==> config.mk <==
export PLATFORM = sky130hd
export DESIGN_NAME = mux2_sel_arbiter
export DESIGN_NICKNAME = d
export VERILOG_FILES = /design/src/rtl/mux_arb_pkg.sv /design/src/rtl/arb_beat_counter.sv /design/src/rtl/mux2_sel_arbiter.sv
export SDC_FILE = /design/constraint.sdc
export NUM_CORES = 1
export LEC_CHECK = 0
export CORE_AREA = 4 4 41 43
export DETAILED_ROUTE_END_ITERATION = 7
export DIE_AREA = 0 0 45 47
export SLEW_MARGIN = 10
export SYNTH_ARGS = -nofsm -noshare
export SYNTH_HDL_FRONTEND = slang
export SYNTH_SLANG_ARGS = --single-unit
==> constraint.sdc <==
create_clock -name clk -period 3.76 [get_ports clk]
set_clock_uncertainty 0.05 [all_clocks]
set_input_delay 0.376 -clock clk [delete_from_list [all_inputs] [get_ports clk]]
set_output_delay 0.376 -clock clk [all_outputs]
set_load 0.05 [all_outputs]
==> src/rtl/mux_arb_pkg.sv <==
// Shared encodings for the two-stream select arbiter in front of mux_2to1.
package mux_arb_pkg;

  // Arbiter FSM state: IDLE waits for a request, LOCK owns the mux for one packet or burst.
  typedef enum logic {
    ST_IDLE = 1'b0,
    ST_LOCK = 1'b1
  } arb_state_e;

  // mux_2to1 select encodings.
  localparam logic SEL_IN0 = 1'b0;
  localparam logic SEL_IN1 = 1'b1;

  // Default burst limit and beat-counter width.
  localparam int unsigned MAX_BURST_DEF = 8;
  localparam int unsigned CNT_W_DEF     = 4;

endpackage

==> src/rtl/arb_beat_counter.sv <==
// Beat counter for one grant; flags the beat that would reach the burst limit.
// Ports:
//   clk, rst_n   clock, async active-low reset
//   clear        zero the count (wins over inc)
//   inc          count one accepted beat
//   limit_hit_c  combinational: the next beat completes MAX_BURST beats (never set when MAX_BURST=0)
module arb_beat_counter
  import mux_arb_pkg::*;
#(
  parameter int unsigned CNT_W     = CNT_W_DEF,
  parameter int unsigned MAX_BURST = MAX_BURST_DEF
) (
  input  logic clk,
  input  logic rst_n,
  input  logic clear,
  input  logic inc,
  output logic limit_hit_c
);

  localparam bit               LIMIT_EN  = (MAX_BURST != 0);
  localparam logic [CNT_W-1:0] LAST_BEAT = CNT_W'(LIMIT_EN ? MAX_BURST - 1 : 0);

  logic [CNT_W-1:0] beat_cnt;

  // Count register; wraps freely when unlimited since only the limit compare reads it.
  always_ff @(posedge clk or negedge rst_n) begin
    if (!rst_n) begin
      beat_cnt <= '0;
    end else if (clear) begin
      beat_cnt <= '0;
    end else if (inc) begin
      beat_cnt <= beat_cnt + CNT_W'(1);
    end
  end

  // Current count equals MAX_BURST-1, so a beat now is the last one allowed.
  assign limit_hit_c = LIMIT_EN && (beat_cnt == LAST_BEAT);

endmodule

==> src/rtl/mux2_sel_arbiter.sv <==
// Round-robin select arbiter for two valid/ready packet streams feeding mux_2to1.
// Holds sel for a whole packet (or up to MAX_BURST beats) and steers the handshakes;
// the data path itself stays in mux_2to1.
// Ports:
//   clk, rst_n            clock, async active-low reset
//   in0_valid/last/ready  stream 0 handshake (data on mux din_0)
//   in1_valid/last/ready  stream 1 handshake (data on mux din_1)
//   out_valid, out_ready  merged stream handshake (data on mux_out)
//   sel                   registered mux select, 0 = din_0, 1 = din_1
//   busy                  high while a stream owns the mux
module mux2_sel_arbiter
  import mux_arb_pkg::*;
#(
  parameter int unsigned MAX_BURST = MAX_BURST_DEF,
  parameter int unsigned CNT_W     = CNT_W_DEF
) (
  input  logic clk,
  input  logic rst_n,
  input  logic in0_valid,
  input  logic in0_last,
  output logic in0_ready,
  input  logic in1_valid,
  input  logic in1_last,
  output logic in1_ready,
  output logic out_valid,
  input  logic out_ready,
  output logic sel,
  output logic busy
);

  arb_state_e state, state_nxt;
  logic       sel_nxt;
  logic       prio, prio_nxt;
  logic       cnt_clear, cnt_inc;
  logic       limit_hit_c;
  logic       sel_last_c;
  logic       beat_c;

  arb_beat_counter #(
    .CNT_W     (CNT_W),
    .MAX_BURST (MAX_BURST)
  ) u_beat_counter (
    .clk         (clk),
    .rst_n       (rst_n),
    .clear       (cnt_clear),
    .inc         (cnt_inc),
    .limit_hit_c (limit_hit_c)
  );

  // State, select and priority registers.
  always_ff @(posedge clk or negedge rst_n) begin
    if (!rst_n) begin
      state <= ST_IDLE;
      sel   <= SEL_IN0;
      prio  <= SEL_IN0;
    end else begin
      state <= state_nxt;
      sel   <= sel_nxt;
      prio  <= prio_nxt;
    end
  end

  // Next state plus handshake steering; readies only ever follow the registered sel.
  always_comb begin
    state_nxt  = state;
    sel_nxt    = sel;
    prio_nxt   = prio;
    in0_ready  = 1'b0;
    in1_ready  = 1'b0;
    out_valid  = 1'b0;
    cnt_clear  = 1'b0;
    cnt_inc    = 1'b0;
    sel_last_c = 1'b0;
    beat_c     = 1'b0;
    case (state)
      ST_IDLE: begin
        if (in0_valid || in1_valid) begin
          // Contention goes to the priority holder, otherwise to the sole requester.
          sel_nxt   = (in0_valid && in1_valid) ? prio : (in1_valid ? SEL_IN1 : SEL_IN0);
          cnt_clear = 1'b1;
          state_nxt = ST_LOCK;
        end
      end
      ST_LOCK: begin
        out_valid  = (sel == SEL_IN1) ? in1_valid : in0_valid;
        sel_last_c = (sel == SEL_IN1) ? in1_last  : in0_last;
        in0_ready  = (sel == SEL_IN0) && out_ready;
        in1_ready  = (sel == SEL_IN1) && out_ready;
        beat_c     = out_valid && out_ready;
        if (beat_c) begin
          cnt_inc = 1'b1;
          // End of packet or burst limit: hand priority to the other stream.
          if (sel_last_c || limit_hit_c) begin
            state_nxt = ST_IDLE;
            prio_nxt  = ~sel;
            cnt_clear = 1'b1;
          end
        end
      end
      default: begin
        state_nxt = ST_IDLE;
      end
    endcase
  end

  assign busy = (state == ST_LOCK);

endmodule
Yosys cells after proc, flatten, opt, wreduce, memory -nomap -nowiden --
Cells that the tools add are included.
Operators by class: $add $sub $neg 1, equality and inequality tests 1, multiplexer cells 18, bitwise logic cells 2, reduce and logical (&&, ||, !) cells 9
Operators by type and width (number):
- two-way mux 1 bit | 14
- two-way mux 4 bit | 2
- adder 4 x 1 -> 4 bit (second input constant) | 1
- equality test 4 x 3 -> 1 bit (second input constant) | 1
- logical AND 1 bit | 4
- case mux 1 bit (2 select lines) | 2
- AND reduction 3 bit | 1
- logical OR 1 bit | 2
- inverter 1 bit | 2
- AND reduction 2 bit | 1
- nonzero test 2 bit | 1
Word-level totals: register bits after elaboration 7, input bits 7, output and inout port bits 5

Longest topological paths before layout --
depth after elaboration 6, depth in mapped cells 5, gate-level depth less buffers 5

Cells and area by module --
Synthesis repeated with hierarchy kept, for this count alone.
Second synthesis, totals: cell total of the unflattened synthesis 39, area, all modules 382.9 µm²
By module, submodules not included:
- arb_beat_counter | instances 1, cells an instance 18, area an instance 200.2 µm², seq. area each 100.1 µm²
- mux2_sel_arbiter | instances 1, cells an instance 21, area an instance 182.7 µm², seq. area each 75.1 µm²

Worst setup path after synthesis --
OpenSTA, ideal clock, no wires.
kind reg2out, from register sel, to output port out_valid, data arrival time 1.582 ns, data required time 3.334 ns, setup slack 1.752 ns, cell stages (with the launch flop) 3, cell sequence dfrtp_1 -> mux2i_2 -> nor2_1
Between the ends: word-level cells in the longest chain between the ends 2
Ends and longest elaborated chain:
- start, declared | RTL line mux2_sel_arbiter.sv:27 | output logic sel,
- start signal, assigned | RTL line mux2_sel_arbiter.sv:58 | sel <= sel_nxt;
- two-way mux 1 bit | RTL line mux2_sel_arbiter.sv:85 | out_valid = (sel == SEL_IN1) ? in1_valid : in0_valid;
- two-way mux 1 bit | RTL line mux2_sel_arbiter.sv:75 | case (state)
- end, declared | RTL line mux2_sel_arbiter.sv:25 | output logic out_valid,
Every way passes these cells.

Worst setup path after layout --
from input port in1_valid, to output port out_valid
Between the ends: word-level cells in the longest chain between the ends 2
Ends and longest elaborated chain:
- start, declared | RTL line mux2_sel_arbiter.sv:22 | input logic in1_valid,
- two-way mux 1 bit | RTL line mux2_sel_arbiter.sv:85
- two-way mux 1 bit | RTL line mux2_sel_arbiter.sv:75
Every way passes these cells.

==> impl_metrics.ini <==
[run_status]
status = completed

[floorplan]
initial_core_util = 0.299
core_mm2 = 0.00130
die_area_mm2 = 0.00212
fp-row-count = 13
die_h_um = 47
die_w_um = 45
io_pins = 12

[sta]
fmax_mhz = 417
fin_crit_sh = 0.637
slew_violations = 0
min_period_ns = 2.40
slew_headroom = 0.669
worstMarginPinSlew_ns = 0.495
rsz0062_at_grt = false
hold_viol = 0
setup_violations = 0
fin_tns_setup_ns = 0

[worst_setup_path]
critPathKind = input pin to output port
cp_data_required_time_ns = 3.33
arrival_ns = 1.97
endpoint_kind = output port
reg2reg_depth = 4
critPathMaxFanout = 5
start_kind = input pin

[synth]
yosysWarnings = 0
synthCells = 42
synth_cell_types = 19
syn_nets = 50
seq_area_frac_synth = 0.450
netlist_area_um2 = 389
syn_avg_cell_area_um2 = 9.26
ys_ff_latch = 7

[final_layout]
layout-drive-gt1-share = 0.158
nFillCells = 131
area_delta_synth_final_pct = 39.9
final_cell_mix = 11 x clkdlybuf4s50_1, 7 x dfrtp_1, 5 x nor2_1, 4 x nand2_1, 4 x o21ai_0
final_nets = 66
final_core_util = 0.418
final_common_cell = clkdlybuf4s50_1
insertedDiodeCount = 0
postLayoutCellArea_um2 = 544

[global_route]
grtUsageTotal = 0.0939
grt_pass1_vias = 333
grt_max_degree = 8
grt_pass1_wl_um = 1370
antenna_found_initial = 0
grt_overflow = 0

[clock_tree]
clk_latency_ns = 0.25
cts_buffers = 3
cts_resized = 0
cts_setup_buffers = 0
cts-root-buf = clkbuf_4
postCtsHoldBufs = 0
htreeDepth = 1
cts.clk_slew.worst_paths_ns = 0.05
clock-sinks = 7
cts_tree = built
cts_buffer_depth = 2

[power]
vdd_drop_max_uv = 372
power_density_mw_per_mm2 = 726
p_leak_nw = 0.241

[min_path]
hold_path_class = input pin to async pin

[route]
post_drt_wl_per_cell_um = 11.4
firstDrtPassIters = 2
ant_nets = 0
routed_via_density = 4.90
drcViolationCount = 0
finalWirelength_um = 818
vias = 353
dr.first_iter.drc_count = 4

[placement]
place.gp.congestion = 0.769
io_buffers = 11
dpl_cell_area_um2 = 518
hpwl_um = 678

[flow_run]
maxCapViolCount = 0
-- power breakdown --
group | leakage, nW | internal (W) | switching [W] | total (W)
registers | 0.0852 | 0.000101 | 0.0000281 | 0.000129
logic | 0.140 | 0.0000759 | 0.000124 | 0.000200
clock network | 0.0150 | 0.0000404 | 0.0000261 | 0.0000665
total | 0.241 | 0.000217 | 0.000178 | 0.000395
-- synthesized netlist by cell type --
cell type  n  area [um^2]
a211oi_1   1         7.51
dfrtp_1    7          175
mux2i_1    2         20.0
nor3_2     1         10.0
o21ai_0    4         20.0
nor3_1     2         10.0
nor4_1     1         6.26
nor2_1     5         18.8
and3_2     2         15.0
mux2i_2    1         13.8
nor2_2     1         6.26
ha_1       1         12.5
o21a_1     1         7.51
a21oi_1    3         15.0
inv_1      3         11.3
nor4_2     1         12.5
a31oi_1    1         6.26
and3_1     1         6.26
nand2_1    4         15.0
-- sequential cells by signal (all words and copies together), names as in the netlist --
signal and flops:
prio 1, busy 1, sel 1, u_beat_counter.beat_cnt 4
-- logic make-up after synthesis --
| logic type | synth area share |
|---|---|
| compound gates | 0.145 |
| fa+ha+maj | 0.0321 |
| buf+inv | 0.0289 |
| flops | 0.450 |
| mux | 0.0868 |
| simple gates | 0.257 |
-- final cells by class --
type | count | area, um^2 | share of cell area
Sequential cell | 7 | 175 | 0.322
Multi-Input combinational cell | 32 | 203 | 0.372
Timing Repair Buffer | 11 | 110 | 0.202
Inverter | 3 | 11.3 | 0.0207
Tap cell | 15 | 18.8 | 0.0345
Clock buffer | 4 | 26.3 | 0.0483
-- path summary, 6_finish.rpt --
check	start	slack, ns	endpoint
worst min-delay path	rst_n	0.34	sel
worst max-delay path	in1_valid	1.36	out_valid
min in group clk	u_beat_counter.beat_cnt[0]	0.47	u_beat_counter.beat_cnt[0]
worst min register to register	u_beat_counter.beat_cnt[0]	0.47	u_beat_counter.beat_cnt[0]
max in group asynchronous	rst_n	3.09	u_beat_counter.beat_cnt[3]
worst max register to register	sel	2.16	u_beat_counter.beat_cnt[3]
-- through the flow --
step | total power [W] | std cells | hold WS [ns] | setup slack (ns)
floorplan | 0.000268 | 42 | 0.0304 | 1.75
finish | 0.000395 | 72 | 0.335 | 1.36
CTS | 0.000401 | 72 | 0.347 | 1.36
global placement | 0.000329 | 68 | 0.445 | 1.38
global route | 0.000427 | 72 | 0.353 | 1.28
detailed placement | 0.000332 | 68 | 0.454 | 1.36
-- critical path, stage by stage --
cell	delay [ns]
clkdlybuf4s50_1	0.55
mux2i_2	0.13
nor2_1	0.10
clkdlybuf4s50_1	0.80
-- routing by layer --
metal,track usage,vias up,share of wire
li1,-,182,-
met1,0.0977,160,0.41
met2,0.164,9,0.51
met3,0.0575,2,0.070
met4,0.0175,0,0.0049
met5,0,-,0
(Power assumes the default switching activity.)
